$ cat config.mk
export PLATFORM = sky130hd
export DESIGN_NAME = ifu_prefetch
export DESIGN_NICKNAME = d
export VERILOG_FILES = /design/src/rtl/ifu_pkg.sv /design/src/rtl/ifu_fetch_fifo.sv /design/src/rtl/ifu_prefetch.sv
export SDC_FILE = /design/constraint.sdc
export NUM_CORES = 1
export LEC_CHECK = 0
export ABC_AREA = 1
export CAP_MARGIN = 20
export CORE_MARGIN = 2
export CORE_UTILIZATION = 51
export DETAILED_ROUTE_END_ITERATION = 8
export PLACE_DENSITY = 0.85
export SLEW_MARGIN = 20
export SYNTH_ARGS = -nofsm -noshare
export SYNTH_HDL_FRONTEND = slang
export SYNTH_SLANG_ARGS = --single-unit
$ cat constraint.sdc
create_clock -name clk -period 8.3 [get_ports clk]
set_input_delay 2.49 -clock clk [delete_from_list [all_inputs] [get_ports clk]]
set_output_delay 2.49 -clock clk [all_outputs]
set_load 0.05 [all_outputs]
$ cat src/rtl/ifu_pkg.sv
// Shared types and helpers for the instruction fetch unit.
package ifu_pkg;

  localparam int unsigned IFU_XLEN = 64;
  localparam int unsigned IFU_ILEN = 32;
  localparam logic [IFU_XLEN-1:0] IFU_RESET_PC = 64'h0000_0000_8000_0000;

  typedef struct packed {
    logic [IFU_XLEN-1:0] pc;
    logic [IFU_ILEN-1:0] inst;
    logic                fault;
  } fq_entry_t;

  // Picks the 32-bit half of an aligned 64-bit fetch word addressed by pc[2].
  function automatic logic [31:0] half_sel(input logic [63:0] data, input logic upper);
    return upper ? data[63:32] : data[31:0];
  endfunction

endpackage

$ cat src/rtl/ifu_fetch_fifo.sv
// Synchronous FIFO with flush; flush beats push, read data is zero while empty.
module ifu_fetch_fifo
  import ifu_pkg::*;
#(
  parameter int unsigned DEPTH = 4,
  parameter type         T     = fq_entry_t
) (
  input  logic                       clk,
  input  logic                       rst_n,
  input  logic                       i_push,
  input  logic                       i_pop,
  input  logic                       i_flush,
  input  T                           i_wdata,
  output T                           o_rdata,
  output logic [$clog2(DEPTH+1)-1:0] o_count,
  output logic                       o_empty,
  output logic                       o_full
);

  localparam int unsigned AW = (DEPTH > 1) ? $clog2(DEPTH) : 1;
  localparam int unsigned CW = $clog2(DEPTH + 1);

  T              r_mem [DEPTH];
  logic [AW-1:0] r_wptr;
  logic [AW-1:0] r_rptr;
  logic [CW-1:0] r_count;
  logic          w_do_push;
  logic          w_do_pop;

  assign o_count   = r_count;
  assign o_empty   = (r_count == '0);
  assign o_full    = (r_count == CW'(DEPTH));
  assign w_do_push = i_push && !o_full;
  assign w_do_pop  = i_pop && !o_empty;
  assign o_rdata   = o_empty ? '0 : r_mem[r_rptr];

  always_ff @(posedge clk) begin
    if (w_do_push && !i_flush) begin
      r_mem[r_wptr] <= i_wdata;
    end
  end

  // Explicit wrap keeps non-power-of-two depths correct.
  always_ff @(posedge clk) begin
    if (!rst_n || i_flush) begin
      r_wptr  <= '0;
      r_rptr  <= '0;
      r_count <= '0;
    end else begin
      if (w_do_push) begin
        r_wptr <= (r_wptr == AW'(DEPTH - 1)) ? '0 : r_wptr + AW'(1);
      end
      if (w_do_pop) begin
        r_rptr <= (r_rptr == AW'(DEPTH - 1)) ? '0 : r_rptr + AW'(1);
      end
      r_count <= r_count + CW'(w_do_push) - CW'(w_do_pop);
    end
  end

endmodule

$ cat src/rtl/ifu_prefetch.sv
// Instruction fetch unit: credit-limited in-order fetch into a prefetch queue,
// flushed and restarted on redirect.
module ifu_prefetch
  import ifu_pkg::*;
#(
  parameter int unsigned     XLEN     = IFU_XLEN,
  parameter int unsigned     ILEN     = IFU_ILEN,
  parameter logic [XLEN-1:0] RESET_PC = XLEN'(IFU_RESET_PC),
  parameter int unsigned     FQ_DEPTH = 4,
  parameter int unsigned     MAX_OUT  = 2
) (
  input  logic            clk,
  input  logic            rst_n,
  input  logic            redirect_en_i,
  input  logic [XLEN-1:0] redirect_pc_i,
  output logic            imem_req_valid_o,
  input  logic            imem_req_ready_i,
  output logic [XLEN-1:0] imem_req_addr_o,
  input  logic            imem_resp_valid_i,
  input  logic [63:0]     imem_resp_data_i,
  input  logic            imem_resp_err_i,
  output logic            if_valid_o,
  input  logic            if_ready_i,
  output logic [XLEN-1:0] if_pc_o,
  output logic [ILEN-1:0] if_inst_o,
  output logic            if_fault_o
);

  localparam int unsigned CW  = $clog2(FQ_DEPTH + 1);
  localparam int unsigned TCW = $clog2(MAX_OUT + 1);

  typedef struct packed {
    logic [XLEN-1:0] pc;
    logic [ILEN-1:0] inst;
    logic            fault;
  } entry_t;

  logic [XLEN-1:0] r_fetch_pc, w_fetch_pc_d;
  logic [CW-1:0]   r_out_cnt, w_out_cnt_d;
  logic [CW-1:0]   r_drop_cnt, w_drop_cnt_d;
  logic            r_halt, w_halt_d;

  logic [CW:0]     w_inflight;
  logic            w_req_valid;
  logic            w_accept;
  logic            w_dropping;
  logic            w_keep;
  logic            w_deq;

  entry_t          w_fq_wdata;
  entry_t          w_fq_head;
  logic [CW-1:0]   w_fq_count;
  logic            w_fq_empty;
  logic            w_fq_full;

  logic [XLEN-1:0] w_tag_pc;
  logic [TCW-1:0]  w_tag_count;
  logic            w_tag_empty;
  logic            w_tag_full;
  logic            w_unused;

  // Reserve a queue slot for every live in-flight request so a response always fits.
  assign w_inflight  = {1'b0, r_out_cnt} - {1'b0, r_drop_cnt} + {1'b0, w_fq_count};
  assign w_req_valid = rst_n && !r_halt && !redirect_en_i && (r_out_cnt < CW'(MAX_OUT)) &&
                       (w_inflight < (CW + 1)'(FQ_DEPTH));
  assign w_accept    = w_req_valid && imem_req_ready_i;
  assign w_dropping  = (r_drop_cnt != '0);
  assign w_keep      = imem_resp_valid_i && !w_dropping;
  assign w_deq       = !w_fq_empty && if_ready_i;

  assign imem_req_valid_o = w_req_valid;
  assign imem_req_addr_o  = {r_fetch_pc[XLEN-1:3], 3'b000};

  assign if_valid_o = !w_fq_empty;
  assign if_pc_o    = w_fq_head.pc;
  assign if_inst_o  = w_fq_head.inst;
  assign if_fault_o = w_fq_head.fault;

  always_comb begin
    w_fq_wdata       = '0;
    w_fq_wdata.pc    = w_tag_pc;
    w_fq_wdata.inst  = ILEN'(half_sel(imem_resp_data_i, w_tag_pc[2]));
    w_fq_wdata.fault = imem_resp_err_i;
  end

  always_comb begin
    w_fetch_pc_d = r_fetch_pc;
    w_out_cnt_d  = r_out_cnt + CW'(w_accept) - CW'(imem_resp_valid_i);
    w_drop_cnt_d = r_drop_cnt;
    w_halt_d     = r_halt;
    if (w_accept) begin
      w_fetch_pc_d = r_fetch_pc + XLEN'(4);
    end
    if (imem_resp_valid_i && w_dropping) begin
      w_drop_cnt_d = r_drop_cnt - CW'(1);
    end
    if (w_keep && imem_resp_err_i) begin
      w_halt_d = 1'b1;
    end
    // Everything still in flight after this cycle belongs to the old path.
    if (redirect_en_i) begin
      w_fetch_pc_d = {redirect_pc_i[XLEN-1:2], 2'b00};
      w_halt_d     = 1'b0;
      w_drop_cnt_d = w_out_cnt_d;
    end
  end

  always_ff @(posedge clk) begin
    if (!rst_n) begin
      r_fetch_pc <= RESET_PC;
      r_out_cnt  <= '0;
      r_drop_cnt <= '0;
      r_halt     <= 1'b0;
    end else begin
      r_fetch_pc <= w_fetch_pc_d;
      r_out_cnt  <= w_out_cnt_d;
      r_drop_cnt <= w_drop_cnt_d;
      r_halt     <= w_halt_d;
    end
  end

  ifu_fetch_fifo #(
    .DEPTH (FQ_DEPTH),
    .T     (entry_t)
  ) u_fetch_queue (
    .clk     (clk),
    .rst_n   (rst_n),
    .i_push  (w_keep),
    .i_pop   (w_deq),
    .i_flush (redirect_en_i),
    .i_wdata (w_fq_wdata),
    .o_rdata (w_fq_head),
    .o_count (w_fq_count),
    .o_empty (w_fq_empty),
    .o_full  (w_fq_full)
  );

  // Holds PCs of non-dropped requests only; dropped responses never pop it.
  ifu_fetch_fifo #(
    .DEPTH (MAX_OUT),
    .T     (logic [XLEN-1:0])
  ) u_pc_tags (
    .clk     (clk),
    .rst_n   (rst_n),
    .i_push  (w_accept),
    .i_pop   (w_keep),
    .i_flush (redirect_en_i),
    .i_wdata (r_fetch_pc),
    .o_rdata (w_tag_pc),
    .o_count (w_tag_count),
    .o_empty (w_tag_empty),
    .o_full  (w_tag_full)
  );

  assign w_unused = ^{w_fq_full, w_tag_count, w_tag_empty, w_tag_full, redirect_pc_i[1:0]};

endmodule

======== Yosys cells after proc, flatten, opt, wreduce, memory -nomap -nowiden ========
Memories as Yosys holds them, arrays and structs flattened. A register that Yosys moved wholly into a read port is not among the register bits.
Cells that the tools add are included.
word-level totals
  memories kept ........................... 2
  memory bits (writable) .................. 516
  word-level logic and storage cells ...... 83
  register bits ........................... 82
operators by class
  magnitude comparators ................... 2
  equal/unequal tests ..................... 4
  multiplexer cells ....................... 19
  reductions and logical operators ........ 30
  bitwise operators ....................... 1
  $add $sub $neg .......................... 14
memory list
  name                 depth  bits a word  rd ports  clocked after memory_dff  write ports  line                  text
  u_fetch_queue.r_mem  4      97           1         1                         1            ifu_fetch_fifo.sv:23  T r_mem [DEPTH];
  u_pc_tags.r_mem      2      64           1         1                         1            ifu_fetch_fifo.sv:23
operators by type and width
  kind                   number
  $mux 64                3
  $mux 97                1
  $add 64x3->64 const B  1
  $mux 32                1
  $logic_and 1x1->1      15
  $logic_not 1->1        8
  $mux 1                 8
  $mux 2                 4
  $add 3x1->3            2
  $eq 2x2->1 const B     3
  $mux 3                 2
  $sub 3x1->3            2
  $add 2x1->2 const B    2
  $add 4x3->4            1
  $lt 4x3->1 const B     1
  $reduce_bool 2->1      2
  $sub 3x3->4            1
  $eq 3x3->1 const B     1
  $logic_not 3->1        1
  $lt 3x2->1 const B     1
  $reduce_bool 3->1      1
  $sub 3x1->3 const B    1
  $add 1x1->1 const B    2
  $add 2x1->2            1
  5 further kinds        5

======== Logic depth before layout (Yosys ltp) ========
  word-level depth ........................ 10
  mapped depth ............................ 19

======== By module ========
Synthesis repeated with hierarchy kept, for this count alone.
unflattened totals
  cells, all modules ...................... 3,011
  area total of the unflattened synthesis .. 28,133.2 µm²
modules (own cells, without submodules)
  module                          cells an instance  area each (µm²)  sequential area each (µm²)  instances
  ifu_fetch_fifo (u_fetch_queue)  1,600              16,697.3         11,831.3                    1
  ifu_prefetch                    1,031              6,195.9          1,381.3                     1
  ifu_fetch_fifo (u_pc_tags)      380                5,240.0          3,943.8                     1

======== Worst setup path before layout ========
Ideal clock, no wire load.
  path type ............................... input -> register
  start ................................... input port redirect_en_i
  end ..................................... memory u_pc_tags.r_mem[0][10] in the netlist's numbering (enable)
  arrival time ............................ 7.589 ns
  cell stages on the path ................. 8
  path buffers ............................ 1
  path slack .............................. 0.152 ns
  cells stage by stage .................... buf_2 inv_2 nand2_4 nor2_4 nand3_2 nor2_4 o21ai_2 nor3_1
on the way
  word-level cells in the longest chain between the ends .. 9
RTL lines
  what                              line                                      text
  from (decl)                       ifu_prefetch.sv:14                        input logic redirect_en_i,
  $logic_not 1->1 (*)               ifu_fetch_fifo.sv:38, ifu_prefetch.sv:64
  $logic_and 1x1->1 (3 in series)   ifu_prefetch.sv:64                        assign w_req_valid = rst_n && !r_halt && !redirect_en_i && (r_out_cnt < CW'(MAX_OUT)) &&
  $logic_and 1x1->1                 ifu_prefetch.sv:66                        assign w_accept = w_req_valid && imem_req_ready_i;
  $logic_and 1x1->1                 ifu_fetch_fifo.sv:33                      assign w_do_push = i_push && !o_full;
  $logic_and 1x1->1 (*)             ifu_fetch_fifo.sv:38                      if (w_do_push && !i_flush) begin
  $mux 1 (*)                        ifu_fetch_fifo.sv:38
  $mux 1 (not written as such) (*)  ifu_fetch_fifo.sv:39                      r_mem[r_wptr] <= i_wdata;
  to (decl)                         ifu_fetch_fifo.sv:23
Mark *: on every way between the ends. The rest lies on a longest branch, timed or not.

======== Worst setup path in the final report ========
  start ................................... input port rst_n
  end ..................................... output port imem_req_valid_o
on the way
  word-level cells in the longest chain between the ends .. 4
RTL lines
  what                             line                text
  from (decl)                      ifu_prefetch.sv:13  input logic rst_n,
  $logic_and 1x1->1 (4 in series)  ifu_prefetch.sv:64
  to (decl)                        ifu_prefetch.sv:16  output logic imem_req_valid_o,
Every way passes these cells.

==> results.yml <==
status:
  outcome: "complete, no violations"
power_and_ir_drop:
  power.leakage_nw: 11.3
  sequentialPowerShare: 0.474
  vdd_drop_max_mv: 0.148
  finalPower_mw: 7.17
  pwr-share-comb: 0.186
  p_clk_frac: 0.340
  p_sw_mw: 2.14
  sw_frac_of_total: 0.298
  internal_power_mw: 5.03
  powerDensity_mw_per_mm2: 229
sta:
  holdWs_ns: 0.461
  hold_viol: 0
  max_freq_mhz: 145
  skew_ns: 0.0332
  setup_tns_ns: 0
  rsz0062_at_grt: "false"
  fin_crit_ns: 6.91
  setup-violations-final: 0
  tightest_slew_ns: 1.14
  fin_crit_sh: 0.833
  maxSlewHeadroom: 0.238
  drv_slew: 0
clock_tree:
  numCtsBuffers: 57
  cts_tree: "yes"
  clock_latency_ns: 0.64
  cts.clk_slew.worst_paths_ns: 0.06
  cts_setup_buffers: 0
  htree_levels: 2
  hold_buffers: 0
  cts-resized-gates: 0
  clockBufferDepth: 3
  cts_sinks: 587
  root_buffer: "clkbuf_16"
placed_design:
  dpl_cell_area_mm2: 0.0295
  dp_hpwl_mm: 46.4
  place.gp.congestion: 0.965
  port_buffers: 290
cells_and_area:
  fin_area_mm2: 0.0313
  antenna_cells: 0
  drive_gt1_frac: 0.0650
  nFillCells: 3960
  final_common_cell: "nand2_1"
  layout.nets: 3050
  mostFrequentLayoutCells: "nand2_1, edfxtp_1, nor2_1, clkdlybuf4s50_1, o21ai_0"
  syn_to_final_growth_pct: 17.9
floorplan:
  dieArea_mm2: 0.0538
  die_w_um: 232
  placementRows: 83
  core_mm2: 0.0514
  io_pins: 298
  start_util: 0.516
  die_h_um: 232
global_routing:
  grt_max_degree: 101
  grt_usage: 0.266
  grt-ovfl-total: 0
  grt_pass1_vias: 19814
  antenna_found_initial: 0
  grt_pass1_wl_mm: 109
worst_setup_path:
  cpPeakStageDelay_ns: 0.80
  critPathCaptureType: "primary output"
  crit_type: "input pin to primary output"
  path_common_cell: "clkdlybuf4s50_1"
  crit_family: "buffers and inverters"
  path_buf_inv: 3
  cp.required_ns: 5.81
  critPathSlowestCell: "clkdlybuf4s50_1"
  arrival_ns: 4.42
  path_cells: "clkdlybuf4s50_1, nand2_4, nor2_4, nand3_2, inv_1, clkdlybuf4s50_1"
  cp-start-kind: "input pin"
  critPathMaxFanout: 10
detailed_routing:
  wl_mm: 72.7
  wire_per_inst_um: 20.1
  antenna_left: 0
  vias: 20251
  drt_iter0_markers: 2079
  drc: 0
  vias_per_cell: 5.60
  dr.pass1.iters: 8
synth:
  ys_async_sr_fraction: 0
  syn_inst: 2713
  synth_enable_flop_cells: 504
  syn_area_mm2: 0.0265
  ys_seq_area_frac: 0.633
  yosys.cell_types.count: 45
  syn_area_per_cell_um2: 9.77
  synth_ff_type: "edfxtp_1"
  synth-seq-cells: 587
  yosysWarnings: 0
flow_run:
  cap_violations: 0
min_path:
  hold_path.class: "flop to flop"
-- final cells by class --
| type | count | area (um^2) | share of cell area |
|---|---|---|---|
| inverters | 132 | 499 | 0.0160 |
| flip-flops and latches | 587 | 16800 | 0.538 |
| clock inverters | 30 | 211 | 0.00676 |
| clock buffers | 75 | 1540 | 0.0494 |
| repair buffers | 316 | 3120 | 0.0998 |
| well taps | 680 | 851 | 0.0272 |
| multi-input cells | 1799 | 8230 | 0.263 |
-- worst reg2reg max path: stages, from the launching register on --
cell and delay, ns:
dfxtp_1 0.49, inv_1 0.09, fa_1 0.51, inv_1 0.06, ha_1 0.32, nand2_1 0.09, o21bai_2 0.08, xnor2_2 0.24
nand3_2 0.15, nor2_4 0.79, o21ai_2 0.28, nor2_4 0.53, buf_4 0.63
-- power groups by stage --
stage,Sequential [mW],Clock (mW),Combinational [mW]
floorplan,3.42,0,0.903
finish,3.40,2.44,1.34
global route,3.40,2.58,1.42
CTS,3.40,2.47,1.34
detailed placement,3.46,0,1.32
global placement,3.45,0,1.28
-- flip-flops by register name (all words and copies together) (netlist names), named ones only --
register and flops:
u_fetch_queue.r_wptr 2, u_pc_tags.r_wptr 1, u_pc_tags.o_count 2, r_out_cnt 3, u_fetch_queue.r_rptr 2, u_fetch_queue.r_mem 380, r_drop_cnt 3, u_pc_tags.r_rptr 1
u_fetch_queue.o_count 3, u_pc_tags.r_mem 124, r_halt 1, r_fetch_pc 62
-- path summary, 6_finish.rpt --
| path | startpoint | end | slack (ns) | cells after the start |
|---|---|---|---|---|
| worst max-delay path | rst_n | imem_req_valid_o | 1.39 | 6 |
| worst min-delay path | u_pc_tags.r_rptr | flop | 0.46 | 1 |
| worst max register to register | u_fetch_queue.o_count[1] | u_pc_tags.r_mem[1][13] | 3.65 | 12 |
| worst min register to register | u_pc_tags.r_rptr | flop | 0.46 | 1 |
-- layer usage --
layer  wire length [um]  vias up  track usage  share of wire
li1                   -     9441            -              -
met1              28400     9665        0.339           0.39
met2              35800      956        0.452           0.49
met3               5210      189       0.0333          0.072
met4               3220        0        0.126          0.044
met5                  0        -            0              0
-- Yosys cell counts, types with 18 or more instances --
master,count,share of area
ha_1,18,0.0085
nand3_1,121,0.023
nand2_1,588,0.083
dfxtp_1,83,0.063
o21ai_0,214,0.040
edfxtp_1,504,0.57
inv_1,123,0.017
nand4_1,19,0.0045
a21oi_1,212,0.040
nor2_1,502,0.071
clkbuf_1,87,0.012
nor2_2,23,0.0054
buf_2,24,0.0045
buf_4,70,0.020
-- cell families (layout without fill, tap and decap cells) --
kind of cell / Yosys count / count (layout) / synth area share
AOI/OAI and AO/OA: 464 / 464 / 0.0902
and+or+nand+nor: 1297 / 1297 / 0.202
buffers and inverters: 331 / 553 / 0.0593
other: 1 / 5 / 0.000141
DFF: 587 / 587 / 0.633
xor gates and xnor gates: 11 / 11 / 0.00392
adders and majority gates: 22 / 22 / 0.0115
-- stage by stage --
step	setup slack [ns]	std cells	utilization
floorplan	0.152	2717	-
global placement	1.41	3512	0.573
detailed placement	1.40	3513	0.573
CTS	1.40	3618	0.608
global route	1.31	3619	0.608
finish	1.39	3619	0.608
Note: power is estimated with default switching activity, not from simulation.
